### config.mk
export PLATFORM = sky130hd
export DESIGN_NAME = iecdrv_rom_arbiter
export DESIGN_NICKNAME = d
export VERILOG_FILES = /design/src/rtl/iecdrv_pkg.sv /design/src/rtl/iecdrv_slot_seq.sv /design/src/rtl/iecdrv_rom_arbiter.sv
export SDC_FILE = /design/constraint.sdc
export NUM_CORES = 1
export LEC_CHECK = 0
export BUFFER_PORTS_ARGS = -buffer_cell sky130_fd_sc_hd__buf_2
export CAP_MARGIN = 25
export CORE_ASPECT_RATIO = 1.75
export CORE_UTILIZATION = 47
export DETAILED_ROUTE_END_ITERATION = 7
export MAX_ROUTING_LAYER = met4
export PLACE_DENSITY = 0.85
export RECOVER_POWER = 100
export SYNTH_ARGS = -nofsm -noshare
export SYNTH_HDL_FRONTEND = slang
export SYNTH_SLANG_ARGS = --single-unit
### constraint.sdc
create_clock -name clk -period 3.1 [get_ports clk]
set_input_delay 0 -clock clk [delete_from_list [all_inputs] [get_ports clk]]
set_output_delay 0 -clock clk [all_outputs]
set_load 0.01 [all_outputs]
### src/rtl/iecdrv_pkg.sv
`default_nettype none
// +----------------------------------------------------------------------------+
// | Module      : iecdrv_pkg                                                   |
// | Description : Shared constants and helpers for the multi-drive ROM         |
// |               arbiter: drive-count limit, sequencer/slot index widths and  |
// |               parameter range checks used at elaboration.                  |
// | Revision    : 1.0  initial release                                         |
// +----------------------------------------------------------------------------+
package iecdrv_pkg;

    localparam int MAX_DRIVES  = 8;
    localparam int MIN_ROM_LAT = 1;
    localparam int MAX_ROM_LAT = 3;

    // Sequencer width: counts 0..LAST where LAST = drives + rom_lat.
    function automatic int seq_w(input int drives, input int rom_lat);
        return $clog2(drives + rom_lat + 1);
    endfunction

    // Slot index width; a single-drive build still needs a 1-bit index.
    function automatic int slot_w(input int drives);
        return (drives > 1) ? $clog2(drives) : 1;
    endfunction

    function automatic bit drives_ok(input int drives);
        return (drives >= 1) && (drives <= MAX_DRIVES);
    endfunction

    function automatic bit rom_lat_ok(input int rom_lat);
        return (rom_lat >= MIN_ROM_LAT) && (rom_lat <= MAX_ROM_LAT);
    endfunction

endpackage : iecdrv_pkg
`default_nettype wire

### src/rtl/iecdrv_slot_seq.sv
`default_nettype none
// +----------------------------------------------------------------------------+
// | Module      : iecdrv_slot_seq                                              |
// | Description : Slot sequencer for the shared ROM port. A counter restarted  |
// |               by ph2_f walks 0..LAST and saturates there (idle). Decodes   |
// |               which drive owns the address phase and the capture phase.    |
// | Ports       : clk, reset_n   - clock, async active-low reset               |
// |               ph2_f          - restart pulse                               |
// |               addr_slot/hit  - drive whose address is loaded this clk      |
// |               cap_slot/hit   - drive whose ROM data is captured this clk   |
// |               seq_busy       - a ph2_f now would abort pending captures    |
// | Revision    : 1.0  initial release                                         |
// +----------------------------------------------------------------------------+
module iecdrv_slot_seq
    import iecdrv_pkg::*;
#(
    parameter int DRIVES  = 4,
    parameter int ROM_LAT = 2,
    parameter int SLOT_W  = slot_w(DRIVES)
) (
    input  logic              clk,
    input  logic              reset_n,
    input  logic              ph2_f,
    output logic [SLOT_W-1:0] addr_slot,
    output logic              addr_hit,
    output logic [SLOT_W-1:0] cap_slot,
    output logic              cap_hit,
    output logic              seq_busy
);

    localparam int              SEQ_W       = seq_w(DRIVES, ROM_LAT);
    localparam int              c_last      = DRIVES + ROM_LAT;
    localparam logic [SEQ_W-1:0] c_last_v   = SEQ_W'(c_last);
    localparam logic [SEQ_W-1:0] c_final_v  = SEQ_W'(c_last - 1);

    logic [SEQ_W-1:0] seq_q, seq_d;
    // Final-slot capture flag: the last drive is captured in the clk after
    // seq == LAST-1, regardless of whether that clk is the idle state or the
    // first state of a sequence restarted by ph2_f. This also keeps the idle
    // state from capturing repeatedly.
    logic             last_q, last_d;

    always_comb begin
        seq_d = seq_q;
        if (ph2_f) begin
            seq_d = '0;
        end else if (seq_q != c_last_v) begin
            seq_d = seq_q + 1'b1;
        end
        last_d = (seq_q == c_final_v);
    end

    always_ff @(posedge clk or negedge reset_n) begin
        if (!reset_n) begin
            seq_q  <= c_last_v;
            last_q <= 1'b0;
        end else begin
            seq_q  <= seq_d;
            last_q <= last_d;
        end
    end

    always_comb begin
        addr_slot = '0;
        addr_hit  = 1'b0;
        for (int k = 0; k < DRIVES; k++) begin
            if (seq_q == SEQ_W'(k)) begin
                addr_slot = SLOT_W'(k);
                addr_hit  = 1'b1;
            end
        end
    end

    always_comb begin
        cap_slot = '0;
        cap_hit  = 1'b0;
        // Drives 0..DRIVES-2 capture at seq == k+ROM_LAT+1 (always < LAST).
        for (int k = 0; k < DRIVES - 1; k++) begin
            if (seq_q == SEQ_W'(k + ROM_LAT + 1)) begin
                cap_slot = SLOT_W'(k);
                cap_hit  = 1'b1;
            end
        end
        if (last_q) begin
            cap_slot = SLOT_W'(DRIVES - 1);
            cap_hit  = 1'b1;
        end
    end

    assign seq_busy = (seq_q < c_final_v);

endmodule : iecdrv_slot_seq
`default_nettype wire

### src/rtl/iecdrv_rom_arbiter.sv
`default_nettype none
// +----------------------------------------------------------------------------+
// | Module      : iecdrv_rom_arbiter                                           |
// | Description : Time-sliced arbiter sharing one synchronous standard/alt ROM |
// |               read port among DRIVES drive CPUs within one ph2 cycle.      |
// | Ports       : clk, reset_n       - clock, async active-low reset           |
// |               ph2_f              - starts a slot sequence                  |
// |               slot_en            - per-drive enable                        |
// |               drv_addr, rom_mask - packed drive addresses, fold mask       |
// |               stdrom             - select standard (1) or alternate ROM    |
// |               rom_addr           - registered address to both ROMs         |
// |               rom_std_q/alt_q    - ROM read data                           |
// |               drv_data/drv_valid - captured data and capture strobes       |
// |               overrun/_clr       - sticky early-ph2_f flag and its clear   |
// | Revision    : 1.0  initial release                                         |
// +----------------------------------------------------------------------------+
module iecdrv_rom_arbiter
    import iecdrv_pkg::*;
#(
    parameter int DRIVES  = 4,
    parameter int ADDR_W  = 15,
    parameter int DATA_W  = 8,
    parameter int ROM_LAT = 2
) (
    input  logic                     clk,
    input  logic                     reset_n,
    input  logic                     ph2_f,
    input  logic [DRIVES-1:0]        slot_en,
    input  logic [DRIVES*ADDR_W-1:0] drv_addr,
    input  logic [ADDR_W-1:0]        rom_mask,
    input  logic                     stdrom,
    output logic [ADDR_W-1:0]        rom_addr,
    input  logic [DATA_W-1:0]        rom_std_q,
    input  logic [DATA_W-1:0]        rom_alt_q,
    output logic [DRIVES*DATA_W-1:0] drv_data,
    output logic [DRIVES-1:0]        drv_valid,
    output logic                     overrun,
    input  logic                     overrun_clr
);

    localparam int SLOT_W = slot_w(DRIVES);

    if (!drives_ok(DRIVES)) begin : g_bad_drives
        $error("iecdrv_rom_arbiter: DRIVES must be in 1..8");
    end
    if (!rom_lat_ok(ROM_LAT)) begin : g_bad_rom_lat
        $error("iecdrv_rom_arbiter: ROM_LAT must be in 1..3");
    end

    logic [SLOT_W-1:0] w_addr_slot;
    logic              w_addr_hit;
    logic [SLOT_W-1:0] w_cap_slot;
    logic              w_cap_hit;
    logic              w_seq_busy;

    iecdrv_slot_seq #(
        .DRIVES  (DRIVES),
        .ROM_LAT (ROM_LAT),
        .SLOT_W  (SLOT_W)
    ) u_slot_seq (
        .clk       (clk),
        .reset_n   (reset_n),
        .ph2_f     (ph2_f),
        .addr_slot (w_addr_slot),
        .addr_hit  (w_addr_hit),
        .cap_slot  (w_cap_slot),
        .cap_hit   (w_cap_hit),
        .seq_busy  (w_seq_busy)
    );

    logic [ADDR_W-1:0]        rom_addr_q, rom_addr_d;
    logic [DRIVES*DATA_W-1:0] drv_data_q, drv_data_d;
    logic                     overrun_q, overrun_d;
    logic [DATA_W-1:0]        w_rom_q;

    // ROM select and mask are applied live, so a mid-sequence change only
    // affects slots whose phase has not yet come up.
    assign w_rom_q = stdrom ? rom_std_q : rom_alt_q;

    always_comb begin
        rom_addr_d = rom_addr_q;
        for (int k = 0; k < DRIVES; k++) begin
            if (w_addr_hit && (w_addr_slot == SLOT_W'(k))) begin
                rom_addr_d = drv_addr[k*ADDR_W +: ADDR_W] & rom_mask;
            end
        end
    end

    // The strobe is asserted in the capture clk itself, i.e. alongside the
    // data being registered into drv_data.
    always_comb begin
        drv_data_d = drv_data_q;
        drv_valid  = '0;
        for (int k = 0; k < DRIVES; k++) begin
            if (w_cap_hit && (w_cap_slot == SLOT_W'(k))) begin
                if (slot_en[k]) begin
                    drv_data_d[k*DATA_W +: DATA_W] = w_rom_q;
                    drv_valid[k]                   = 1'b1;
                end else begin
                    // A drive held in reset sees an open bus.
                    drv_data_d[k*DATA_W +: DATA_W] = '1;
                end
            end
        end
    end

    // A restart landing on seq == LAST-1 still gets its final capture, so
    // only earlier restarts count as overrun. Set wins over clear.
    always_comb begin
        overrun_d = overrun_q;
        if (overrun_clr) begin
            overrun_d = 1'b0;
        end
        if (ph2_f && w_seq_busy) begin
            overrun_d = 1'b1;
        end
    end

    always_ff @(posedge clk or negedge reset_n) begin
        if (!reset_n) begin
            rom_addr_q <= '0;
            drv_data_q <= '1;
            overrun_q  <= 1'b0;
        end else begin
            rom_addr_q <= rom_addr_d;
            drv_data_q <= drv_data_d;
            overrun_q  <= overrun_d;
        end
    end

    assign rom_addr = rom_addr_q;
    assign drv_data = drv_data_q;
    assign overrun  = overrun_q;

endmodule : iecdrv_rom_arbiter
`default_nettype wire

### Word level (Yosys, flattened, before mapping)

Cells that the tools add are included.
W data, S select, Z words.

* memories: 0
* word-level logic and storage cells: 76
* memory bits (writable): 0
* latch bits: 0
* bits in read-only memories: 0
* input bits: 100
* flip-flop bits (word level): 52

* equal/unequal tests: 12
* reductions and logical operators: 15
* div/mod/pow operators: 0
* multipliers: 0
* bitwise logic cells: 4
* muxes and demuxes: 35
* magnitude comparators: 1
* shifts and indexed selects: 0
* add/subtract/negate cells: 1

Operators by type and width (count)
* $and A15 B15 Y15: 4
* $mux W15: 4
* $mux W8: 5
* $mux W1: 20
* $logic_and A1 B1 Y1: 9
* $eq A2 B2 Y1 const B: 4
* $mux W2: 4
* $eq A3 B2 Y1 const B: 2
* $eq A3 B3 Y1 const B: 2
* $mux W3: 2
* $eq A2 B1 Y1 const B: 2
* $logic_not A2 Y1: 2
* $reduce_bool A2 Y1: 2
* $reduce_bool A4 Y1: 1
* $add A3 B1 Y3 const B: 1
* $eq A3 B1 Y1 const B: 1
* $logic_not A3 Y1: 1
* $lt A3 B3 Y1 const B: 1
* $ne A3 B3 Y1 const B: 1

### Depth between registers and ports, before layout

* depth in word-level cells: 10
* gate-level depth with buffers: 8
* depth with buffers taken out: 6

### Modules after synthesis

From an unflattened synthesis, not the netlist that was laid out.

* cell total of the unflattened synthesis: 243
* area total of the unflattened synthesis: 2725.1 µm²

By module, submodules not included
* iecdrv_rom_arbiter: cells each 209, area each 2399.8 µm², sequential area each 1241.2 µm², times used 1
* iecdrv_slot_seq: cells each 34, area each 325.3 µm², sequential area each 102.6 µm², times used 1

### Worst setup path after synthesis

Ideal clock, no wire load.

* path type: reg-to-reg
* from: register u_slot_seq.seq_q[2]
* to: register rom_addr_q[3] (netlist: rom_addr[3])
* slack: 1.090 ns
* clock period less this slack: 2.010 ns
* data arrival time: 1.874 ns
* stages on the path, launching flop included: 9
* buffers on the path: 3
* data required time: 2.964 ns
* setup time: 0.136 ns
* path through: dfstp_2 -> buf_6 -> inv_1 -> ha_1 -> or4_1 -> buf_2 -> buf_6 -> nor2_2 -> o41ai_2

* word-level cells in the longest chain between the ends: 9
* elaborated cells between the ends (all ways): 23

RTL lines
* from (decl): RTL line iecdrv_slot_seq.sv:36 `logic [SEQ_W-1:0] seq_q, seq_d;`
* from (signal assigned): RTL line iecdrv_slot_seq.sv:55 `seq_q <= c_last_v;`
* from (signal assigned): RTL line iecdrv_slot_seq.sv:58 `seq_q <= seq_d;`
* $eq A3 B1 Y1 / $logic_not A3 Y1 (equally long branches): RTL line iecdrv_slot_seq.sv:67 `if (seq_q == SEQ_W'(k)) begin`
* $mux W1: RTL line iecdrv_slot_seq.sv:67
* $mux W2 / $mux W1 (equally long branches) (2 in a row): RTL line iecdrv_slot_seq.sv:67
* $eq A2 B1 Y1 / $mux W1 (equally long branches): RTL line iecdrv_rom_arbiter.sv:83, iecdrv_slot_seq.sv:67
* $logic_and A1 B1 Y1: RTL line iecdrv_rom_arbiter.sv:83 `if (w_addr_hit && (w_addr_slot == SLOT_W'(k))) begin`
* $mux W15 (3 in a row): RTL line iecdrv_rom_arbiter.sv:83
* to (signal assigned): RTL line iecdrv_rom_arbiter.sv:125 `rom_addr_q <= rom_addr_d;`
* to (decl): RTL line iecdrv_rom_arbiter.sv:71 `logic [ADDR_W-1:0] rom_addr_q, rom_addr_d;`

Several ways; a longest one is shown, not always the timed one.
A chain may end at the register's enable or synchronous reset.

### Worst setup path after layout

* from: register u_slot_seq.seq_q[0]
* to: output port drv_valid[2]

* word-level cells in the longest chain between the ends: 7
* elaborated cells between the ends (all ways): 13

RTL lines
* $eq A3 B3 Y1 / $eq A3 B2 Y1 (equally long branches): RTL line iecdrv_slot_seq.sv:79 `if (seq_q == SEQ_W'(k + ROM_LAT + 1)) begin`
* $mux W1: RTL line iecdrv_slot_seq.sv:79
* $mux W2 / $mux W1 (equally long branches): RTL line iecdrv_slot_seq.sv:79
* $mux W2 / $mux W1 (equally long branches): RTL line iecdrv_slot_seq.sv:84, iecdrv_slot_seq.sv:79
* $eq A2 B2 Y1 / $mux W1 (equally long branches): RTL line iecdrv_rom_arbiter.sv:95, iecdrv_slot_seq.sv:84
* $logic_and A1 B1 Y1 *: RTL line iecdrv_rom_arbiter.sv:95 `if (w_cap_hit && (w_cap_slot == SLOT_W'(k))) begin`
* $mux W1 *: RTL line iecdrv_rom_arbiter.sv:95
* to (decl): RTL line iecdrv_rom_arbiter.sv:36 `output logic [DRIVES-1:0] drv_valid,`

Every way passes the cells marked *; elsewhere a longest branch is shown, timed or not.

==> out/metrics.cfg <==
[clock_network]
cts.clk_slew.worst_paths_ps=100
clk_path_buf_depth=2
clockRootBuffer=clkbuf_8
cts_tree=yes
ctsResizeCount=0
clock-sinks=52
cts_made_buffers=5
clk_latency_ps=310
htreeDepth=2

[die]
io_pins=152
die-area_um2=5820
die_x_um=58.1
start_util_pct=48.9
core_area_um2=5300
die_h_um=100
num_rows=35

[logic_synthesis]
synth_edf_count=0
async_flop_share_pct=100
yosys_warnings=0
ys_types=34
syn_nets=362
syn_inst=257
synth-seq-cells=52
synth-main-ff-cell=dfstp_2
synth_area_um2=2590
avgSynthCellArea_um2=10.1
seq_area_frac_synth_pct=51.9

[sta]
finalClockSkew_ps=10.7
slew_viol_final=75
slew_headroom_pct=-14.3
finalCritPeriodShare_pct=91.2
fin_tns_setup_ps=0
worst_pin_slew_ps=1710
fmax_mhz=354
min_period_ps=2830
hold_viol_final=0
setup_viol=0
rsz0062_at_grt=no

[worst_setup_path]
critPathTopFamily=simple AND/OR/NAND/NOR gates
crit_path_start_kind=flop
worstPathCellList=ha_1, nor3b_1, and2_0, buf_2
cp_max_fo=17
r2r-end=rom_addr[5]
r2r_slack_ps=280
endpoint_kind=primary output
r2r_cells=6
r2r_start=u_slot_seq.seq_q[0]
worst-path-buf-inv=1
cp_data_required_time_ps=3100
cpPeakStageDelay_ps=1360
slowest_stage=nor3b_1
worstPathArrival_ps=2830
critPathKind=reg -> out

[place]
dp_hpwl_mm=5.44
gp_congestion=0.856
portBuffers=151
dp_cells=466

[global_route]
track_usage_pct=27.4
grt_start_max_net_pins=39
grt_antenna_before_repair=0
grt_overflow=0
grt_pass1_wl_mm=12.0
grt_pass1_vias=2596

[min_path]
worstHoldStart=drv_addr[15]
hold_end=rom_addr[0]
hold_depth=3
min_path_type=in -> reg

[route]
drt_iter0_drc=263
avgRoutedWirePerCell_um=15.4
wl_mm=7.78
dr_total_vias=2753
drc_errors=0
drtPass1Iterations=4
viasPerCell=5.44
drtAntennaViolNets=0

[run]
drv_cap=3

[cells_and_area]
instances_no_fill=506
synthToLayoutAreaGrowth_pct=45.3
drive_above_1_share_pct=35.6
nNetsFinal=536
fillers=412
diodes=0

[pwr]
swShare_pct=34.4
p_int_mw=1.62
irDropWorstVdd_mv=0.497
p_leak_nw=1.70
comb_power_share_pct=35.7
pwr-share-clk_pct=18.6
power-per-cell-area_nw_per_um2=656
p_seq_share_pct=45.7
switchingPower_mw=0.849

[run_status]
failed_checks=capacitance limit, slew limit
status=finished with violations

placed cells by master, fill, tap and decap left out, types with 15 or more instances in the layout:
master / Yosys / layout
nor2_1: 47 / 48
nor3_1: 15 / 15
nand2_1: 18 / 18
buf_2: 3 / 113
o221ai_1: 15 / 15
dlygate4sd3_1: 0 / 31
clkbuf_1: 9 / 39
dfstp_2: 34 / 22
dfrtp_1: 18 / 18
a31oi_1: 24 / 24
metal layers:
| metal | wire length, um | global-route usage, % | vias up |
|---|---|---|---|
| met2 | 4080 | 50.1 | 181 |
| met4 | 157 | 7.88 | 0 |
| li1 | - | - | 1286 |
| met3 | 642 | 4.51 | 15 |
| met1 | 2900 | 29.8 | 1271 |
| met5 | 0 | - | - |
cell usage after synthesis (2+ instances only):
cell type | count | area, um^2
a21oi_1 | 11 | 55.1
a31oi_1 | 24 | 150
and2_1 | 5 | 31.3
buf_1 | 4 | 15.0
buf_2 | 3 | 15.0
buf_6 | 3 | 33.8
clkbuf_1 | 9 | 33.8
dfrtp_1 | 18 | 450
dfstp_2 | 34 | 893
ha_1 | 5 | 62.6
inv_1 | 4 | 15.0
mux2i_1 | 8 | 80.1
nand2_1 | 18 | 67.6
nor2_1 | 47 | 176
nor2_2 | 2 | 12.5
nor3_1 | 15 | 75.1
nor3b_2 | 2 | 25.0
o21ai_0 | 2 | 10.0
o221ai_1 | 15 | 131
o41ai_1 | 13 | 114
o41ai_2 | 2 | 32.5
cell type report:
cell class / count / area [um^2] / share of cell area [%]
clock buffer: 7 / 108 / 2.86
clock inverter: 1 / 8.76 / 0.233
inverter: 4 / 15.0 / 0.399
multi-input combinational: 180 / 1120 / 29.7
sequential: 52 / 1340 / 35.7
tap: 74 / 92.6 / 2.46
timing repair buffer: 188 / 1080 / 28.6
how the worst max path moves through the flow:
| stage | from | endpoint | slack [ps] | depth (start not counted) |
|---|---|---|---|---|
| after detailed placement | u_slot_seq.seq_q[2] | rom_addr[7] | 760 | 5 |
| after floorplan | u_slot_seq.seq_q[2] | rom_addr[3] | 1090 | 8 |
| after CTS | u_slot_seq.seq_q[2] | rom_addr[10] | 260 | 6 |
| final | u_slot_seq.seq_q[0] | drv_valid[2] | 270 | 4 |
| after global placement | u_slot_seq.seq_q[2] | rom_addr[10] | 900 | 5 |
| after global routing | u_slot_seq.seq_q[1] | drv_valid[0] | 70 | 4 |
worst reg2reg max path: stages (launching register included):
cell and delay (ps):
dfrtp_1 480, ha_1 260, ha_1 270, or4_1 820, nor2_1 190, o41ai_1 90
dlygate4sd3_1 590
what timing repair did:
item | in CTS | in global routing
hold buffers | 31 | 0
buffers inserted | 0 | 1
hold endpoints to repair | 61 | 0
setup endpoints to repair | 0 | 2
metrics by stage:
step	power (mW)	hold slack, ps	area, um^2	util [%]	setup WS (ps)
after floorplan	1.62	-296	2590	-	1090
after global placement	1.95	183	3370	63.6	904
after detailed placement	1.99	-56.9	3390	63.9	756
after CTS	2.53	1.75	3810	72.0	258
after global routing	2.62	13.7	3760	71.0	68.7
final	2.47	19.2	3760	71.0	271
registers in the layout, indices dropped and copies added, names as in the netlist:
register           flops
rom_addr              15
u_slot_seq.seq_q       3
overrun                1
u_slot_seq.last_q      1
drv_data              32
cells by family (layout without fill, tap and decap cells):
family          count (synthesis)  after routing  share of synthesized area (%)
compound gates                 69             69                           19.5
xor+xnor                        1              1                          0.338
fa+ha+maj                       5              5                           2.42
buf+inv                        25            200                           4.83
flops                          52             52                           51.9
mux                             8              8                           3.09
simple gates                   97             97                           17.9
power groups by stage:
stage / Clock [mW] / Combinational (mW) / Sequential [mW]
CTS: 0.477 / 0.914 / 1.14
finish: 0.459 / 0.881 / 1.13
floorplan: 0 / 0.370 / 1.25
global placement: 0 / 0.816 / 1.14
detailed placement: 0 / 0.846 / 1.15
global route: 0.501 / 0.963 / 1.16
(Power assumes the default switching activity.)
